==> src/rtl/el2_regfile_snap_fifo.sv <==
// Snapshot FIFO: captures trig-qualified copies of the register bundle and streams them out word by word.
// Latency: a snapshot captured on a trig edge is presented (header word) from the following cycle.
// Backpressure: out_ready low stalls the stream with data held stable; a full FIFO drops or overwrites new snapshots.
//
// Ports:
//   clk, rst            core clock, asynchronous active-high reset
//   clear               synchronous flush of FIFO contents, sequence number and drop counter
//   trig, regs_i        capture request and the NREG*XLEN register bundle sampled with it
//   out_valid/out_ready stream handshake
//   out_data/out_idx    current word (idx 0 = header seq, idx k = register k-1)
//   out_last            final word of the snapshot (idx == NREG)
//   level/full/empty    occupancy status
//   drop_cnt            saturating count of dropped or overwritten snapshots
module el2_regfile_snap_fifo #(
  parameter int XLEN      = 32,
  parameter int NREG      = 26,
  parameter int DEPTH     = 4,
  parameter int OVERWRITE = 0,
  parameter int DCNT_W    = 16
) (
  input  logic                         clk,
  input  logic                         rst,
  input  logic                         clear,
  input  logic                         trig,
  input  logic [NREG*XLEN-1:0]         regs_i,
  output logic                         out_valid,
  input  logic                         out_ready,
  output logic [XLEN-1:0]              out_data,
  output logic [$clog2(NREG+1)-1:0]    out_idx,
  output logic                         out_last,
  output logic [$clog2(DEPTH+1)-1:0]   level,
  output logic                         full,
  output logic                         empty,
  output logic [DCNT_W-1:0]            drop_cnt
);

  localparam int PW = $clog2(DEPTH);
  localparam int IW = $clog2(NREG+1);
  localparam int LW = $clog2(DEPTH+1);

  // Each entry holds the header word followed by the NREG register words.
  logic [XLEN-1:0]   r_mem [DEPTH][NREG+1];

  logic [PW-1:0]     r_head;
  logic [PW-1:0]     r_tail;
  logic [LW-1:0]     r_level;
  logic [IW-1:0]     r_idx;
  logic [31:0]       r_seq;
  logic [DCNT_W-1:0] r_drop;

  logic              w_empty;
  logic              w_full;
  logic              w_beat;
  logic              w_last;
  logic              w_pop;
  logic              w_started;
  logic              w_acc;
  logic              w_ovr;
  logic              w_wr;
  logic              w_lost;
  logic [XLEN-1:0]   w_hdr;

  assign w_empty = (r_level == '0);
  assign w_full  = (r_level == LW'(DEPTH));
  assign w_beat  = !w_empty && out_ready;
  assign w_last  = (r_idx == IW'(NREG));
  assign w_pop   = w_beat && w_last;

  // The head counts as being streamed once its header handshake has happened,
  // including a header beat in this very cycle; such an entry is never replaced.
  assign w_started = (r_idx != '0) || w_beat;

  // Accept when there is room, or when the final-word pop frees a slot this cycle.
  assign w_acc  = trig && !clear && (!w_full || w_pop);
  // Overwrite-oldest: only while full and the head has not started streaming.
  assign w_ovr  = trig && !clear && w_full && !w_pop && (OVERWRITE != 0) && !w_started;
  assign w_wr   = w_acc || w_ovr;
  // Every snapshot that is not accepted as extra occupancy is lost to the consumer.
  assign w_lost = trig && !clear && !w_acc;

  // Header is the sequence number, zero-extended or truncated to XLEN.
  always_comb begin
    w_hdr = '0;
    for (int b = 0; b < XLEN && b < 32; b++) begin
      w_hdr[b] = r_seq[b];
    end
  end

  // Storage carries no reset; only the control state does.
  always_ff @(posedge clk) begin
    if (w_wr) begin
      r_mem[r_tail][0] <= w_hdr;
      for (int k = 0; k < NREG; k++) begin
        r_mem[r_tail][k+1] <= regs_i[k*XLEN +: XLEN];
      end
    end
  end

  always_ff @(posedge clk or posedge rst) begin
    if (rst) begin
      r_head  <= '0;
      r_tail  <= '0;
      r_level <= '0;
      r_idx   <= '0;
      r_seq   <= '0;
      r_drop  <= '0;
    end else if (clear) begin
      r_head  <= '0;
      r_tail  <= '0;
      r_level <= '0;
      r_idx   <= '0;
      r_seq   <= '0;
      r_drop  <= '0;
    end else begin
      if (trig) begin
        r_seq <= r_seq + 32'd1;
      end
      if (w_wr) begin
        r_tail <= r_tail + PW'(1);
      end
      // Head moves on a final-word pop, or when the oldest entry is overwritten.
      if (w_pop || w_ovr) begin
        r_head <= r_head + PW'(1);
      end
      if (w_acc && !w_pop) begin
        r_level <= r_level + LW'(1);
      end else if (!w_acc && w_pop) begin
        r_level <= r_level - LW'(1);
      end
      if (w_beat) begin
        r_idx <= w_last ? '0 : r_idx + IW'(1);
      end
      if (w_lost && (r_drop != '1)) begin
        r_drop <= r_drop + DCNT_W'(1);
      end
    end
  end

  assign out_valid = !w_empty;
  assign out_data  = out_valid ? r_mem[r_head][r_idx] : '0;
  assign out_idx   = out_valid ? r_idx : '0;
  assign out_last  = out_valid && w_last;
  assign level     = r_level;
  assign full      = w_full;
  assign empty     = w_empty;
  assign drop_cnt  = r_drop;

endmodule
==> config.mk <==
export PLATFORM = sky130hd
export DESIGN_NAME = el2_regfile_snap_fifo
export DESIGN_NICKNAME = d
export VERILOG_FILES = /design/src/rtl/el2_regfile_snap_fifo.sv
export SDC_FILE = /design/constraint.sdc
export NUM_CORES = 2
export LEC_CHECK = 0
export CAP_MARGIN = 0
export CORE_MARGIN = 8
export CORE_UTILIZATION = 52
export DETAILED_ROUTE_END_ITERATION = 10
export PLACE_DENSITY = 0.83
export SYNTH_ARGS = -nofsm -noshare
export SYNTH_HDL_FRONTEND = slang
export SYNTH_SLANG_ARGS = --single-unit
==> constraint.sdc <==
create_clock -name clk -period 27.8 [get_ports clk]
set_input_delay 2.78 -clock clk [delete_from_list [all_inputs] [get_ports clk]]
set_output_delay 2.78 -clock clk [all_outputs]
set_load 0.01 [all_outputs]
==> impl_metrics.yaml <==
run_status:
  status: "finished with violations"
  violations: "capacitance limit, slew limit"
clocking:
  worst_skew_pair.late_latency_ps: 920
  ctsHoldBuffers: 0
  clock_sinks: 3516
  cts_root_buf: "clkbuf_16"
  cts_buffer_depth: 4
  ctsResizeCount: 0
  cts_setup_buffers: 0
  clk_pin_slew_ps: 60
  cts_buffers: 351
  h-tree-depth: 5
  cts_tree: "done"
critical_path:
  r2r_cells: 11
  crit_required_ps: 25020
  crit_arrival_ps: 7670
  r2r-end: "r_mem[2][306]$_DFFE_PP_"
  r2r-start: "r_idx[0]$_DFFE_PP0P_"
  critical_path_class: "flip-flop to primary output"
  cp_cell_sequence: "buf_4, buf_4, buf_4, buf_4, mux2i_1, a21oi_1, a31oi_1, o21ai_0, a32oi_1, nand3_1, clkdlybuf4s50_1"
  cp.buffers_inverters: 5
  worstSetupStartpointType: "flip-flop"
  cpMostUsedCell: "buf_4"
  cp-startpoint: "r_head[1]$_DFFE_PP0P_"
  path_delay_family: "buffers and inverters"
  cp_slowest_cell: "a32oi_1"
  r2r_setup_slack_ps: 20120
  cp-end-kind: "primary output"
  cp_max_fo: 56
  max_stage_delay_ps: 990
grt:
  gr-total-overflow: 0
  track_usage_pct: 27.78
  antenna_found_initial: 311
  grt_pass1_wl_um: 541000
  first_global_vias: 70920
  grt_max_degree: 156
final_layout:
  nets: 7768
  final_cell_mix: "edfxtp_1 (3456), clkdlybuf4s50_1 (895), mux4_2 (877)"
  fin_cells: 10860
  area_growth_pct: 18.59
  mostFrequentLayoutCell: "edfxtp_1"
  regArea_um2: 105300
  fill_cells: 16460
  multi_input_comb_area_um2: 27760
  drive_gt1_share_pct: 21.82
route:
  drt-vias-per-instance: 6.507
  routed_wl_um: 398600
  ant_nets: 0
  drt-pass1-iter-count: 6
  drc: 0
  drtIter0Drc: 10160
  vias: 70670
  wl_per_cell_um: 36.70
timing:
  rsz0062_at_grt: "false"
  finClkSkew_ps: 69.79
  slew_headroom_pct: -0.6174
  max_freq_mhz: 95.70
  setup_viol: 0
  fin_tns_setup_ps: 0
  hold_viol: 0
  post-route-min-period_ps: 10450
  slew_viol_final: 1
  worst-slew-pin-transition_ps: 1490
  period_share_pct: 37.59
floorplan:
  die_area_um2: 275400
  die_w_um: 524.8
  start_util_pct: 52.07
  std_cell_rows: 187
  core_um2: 258500
  io_pins: 897
  die_h_um: 524.8
synthesis:
  ys_ff_latch: 3516
  synthDistinctLibCells: 61
  syn_inst: 5867
  syn_nets: 6713
  async_flop_share_pct: 1.706
  syn_area_um2: 134600
  yosysSeqAreaShare_pct: 78.20
  avgSynthCellArea_um2: 22.95
  synth_top_flop_cell: "edfxtp_1"
  synth_enable_flop_cells: 3456
  yosys_warnings: 0
placed_design:
  gp_congestion: 0.8400
  post-dp-hpwl_um: 250500
  io_buffers: 896
  place_inst: 9971
worst_hold_path:
  hold_end: "r_mem[3][844]$_DFFE_PP_"
  hold_start: "r_seq[12]$_DFFE_PP0P_"
  hold_path_class: "flip-flop to flip-flop"
  hold_depth: 0
power_and_ir_drop:
  p_leak_nw: 48.69
  ir_drop_mv: 0.05670
  p_per_area_nw_per_um2: 73.37
run:
  maxCapViolations: 1
==> metrics by stage <==
step / total power, W / hold WS [ps] / area (um2) / setup WS [ps] / utilization, %
3_3_place_gp: 0.006957 / 540.7 / 147400 / 18140 / 57.02
4_1_cts: 0.01173 / 570.6 / 159000 / 17160 / 61.52
6_report: 0.01171 / 578.0 / 159700 / 17350 / 61.76
3_5_place_dp: 0.006994 / 550.9 / 147400 / 18120 / 57.02
2_1_floorplan: 0.006718 / 495.2 / 134600 / 3449 / -
5_1_grt: 0.01197 / 593.9 / 159400 / 16820 / 61.65
==> registers in the layout (all words and copies together) (netlist names) <==
register / flops
r_seq: 32
drop_cnt: 16
r_head: 2
r_mem: 3456
r_tail: 2
r_idx: 5
level: 3
==> cell usage after synthesis, types with 9 or more instances <==
cell type | count | area (um2)
a211oi_1 | 23 | 172.7
a31oi_1 | 21 | 131.4
o22ai_1 | 31 | 193.9
nand3_1 | 43 | 215.2
buf_4 | 52 | 390.4
nand4_1 | 23 | 143.9
nor2_1 | 83 | 311.6
mux2_2 | 30 | 337.8
clkbuf_1 | 105 | 394.1
and2_1 | 18 | 112.6
edfxtp_1 | 3456 | 103800
mux4_2 | 877 | 19750
buf_2 | 118 | 590.6
a22o_1 | 17 | 148.9
o21ai_0 | 81 | 405.4
or3_1 | 18 | 112.6
a221oi_1 | 24 | 210.2
a22oi_1 | 52 | 390.4
o221ai_1 | 32 | 280.3
nand2_1 | 133 | 499.2
xnor2_1 | 21 | 183.9
nor2b_1 | 24 | 150.1
buf_6 | 12 | 135.1
inv_1 | 14 | 52.55
a32oi_1 | 9 | 78.83
xor2_1 | 20 | 175.2
mux2i_1 | 237 | 2372
buf_1 | 28 | 105.1
a21oi_1 | 97 | 485.5
nor3_1 | 24 | 120.1
dfrtp_1 | 60 | 1501
==> layer usage <==
layer	wire length [um]	track usage, %
met1	128500	32.99
met3	54150	10.69
met5	931	0
met2	181800	41.87
met4	33200	19.67
==> logic make-up (layout without fill, tap and decap cells) <==
family	after synthesis	count (layout)	share of synthesized area, %
DFF	3516	3516	78.20
muxes	1146	1146	16.70
AOI/OAI and AO/OA	424	424	2.084
and+or+nand+nor	399	399	1.414
buffers and inverters	332	1675	1.247
xor gates and xnor gates	41	41	0.2667
adders and majority gates	9	9	0.08922
other	0	248	0
==> power by group <==
group / total, W / switching, W / internal, W
registers: 0.00610 / 0.0000619 / 0.00604
logic: 0.000807 / 0.000503 / 0.000304
clock network: 0.00480 / 0.00204 / 0.00276
total: 0.0117 / 0.00261 / 0.00910
==> cell type report <==
cell class	instances	share of cell area, %
antenna	248	0.3887
clock buffer	429	5.761
clock inverter	212	1.517
inverter	17	0.04310
multi-input combinational	2019	17.39
sequential	3516	65.95
tap	3402	2.666
timing repair buffer	1017	6.285
==> how the worst max path moves through the flow <==
stage                                        to  slack, ps  cells after the start
after floorplan           r_mem[0][0]$_DFFE_PP_       3450                      5
after detailed placement            out_data[7]      18120                     10
final                               out_data[7]      17350                     11
after global placement              out_data[7]      18140                     11
after CTS                           out_data[7]      17160                     10
after global routing                out_data[7]      16820                     10
Note: power is estimated with default switching activity, not from simulation.
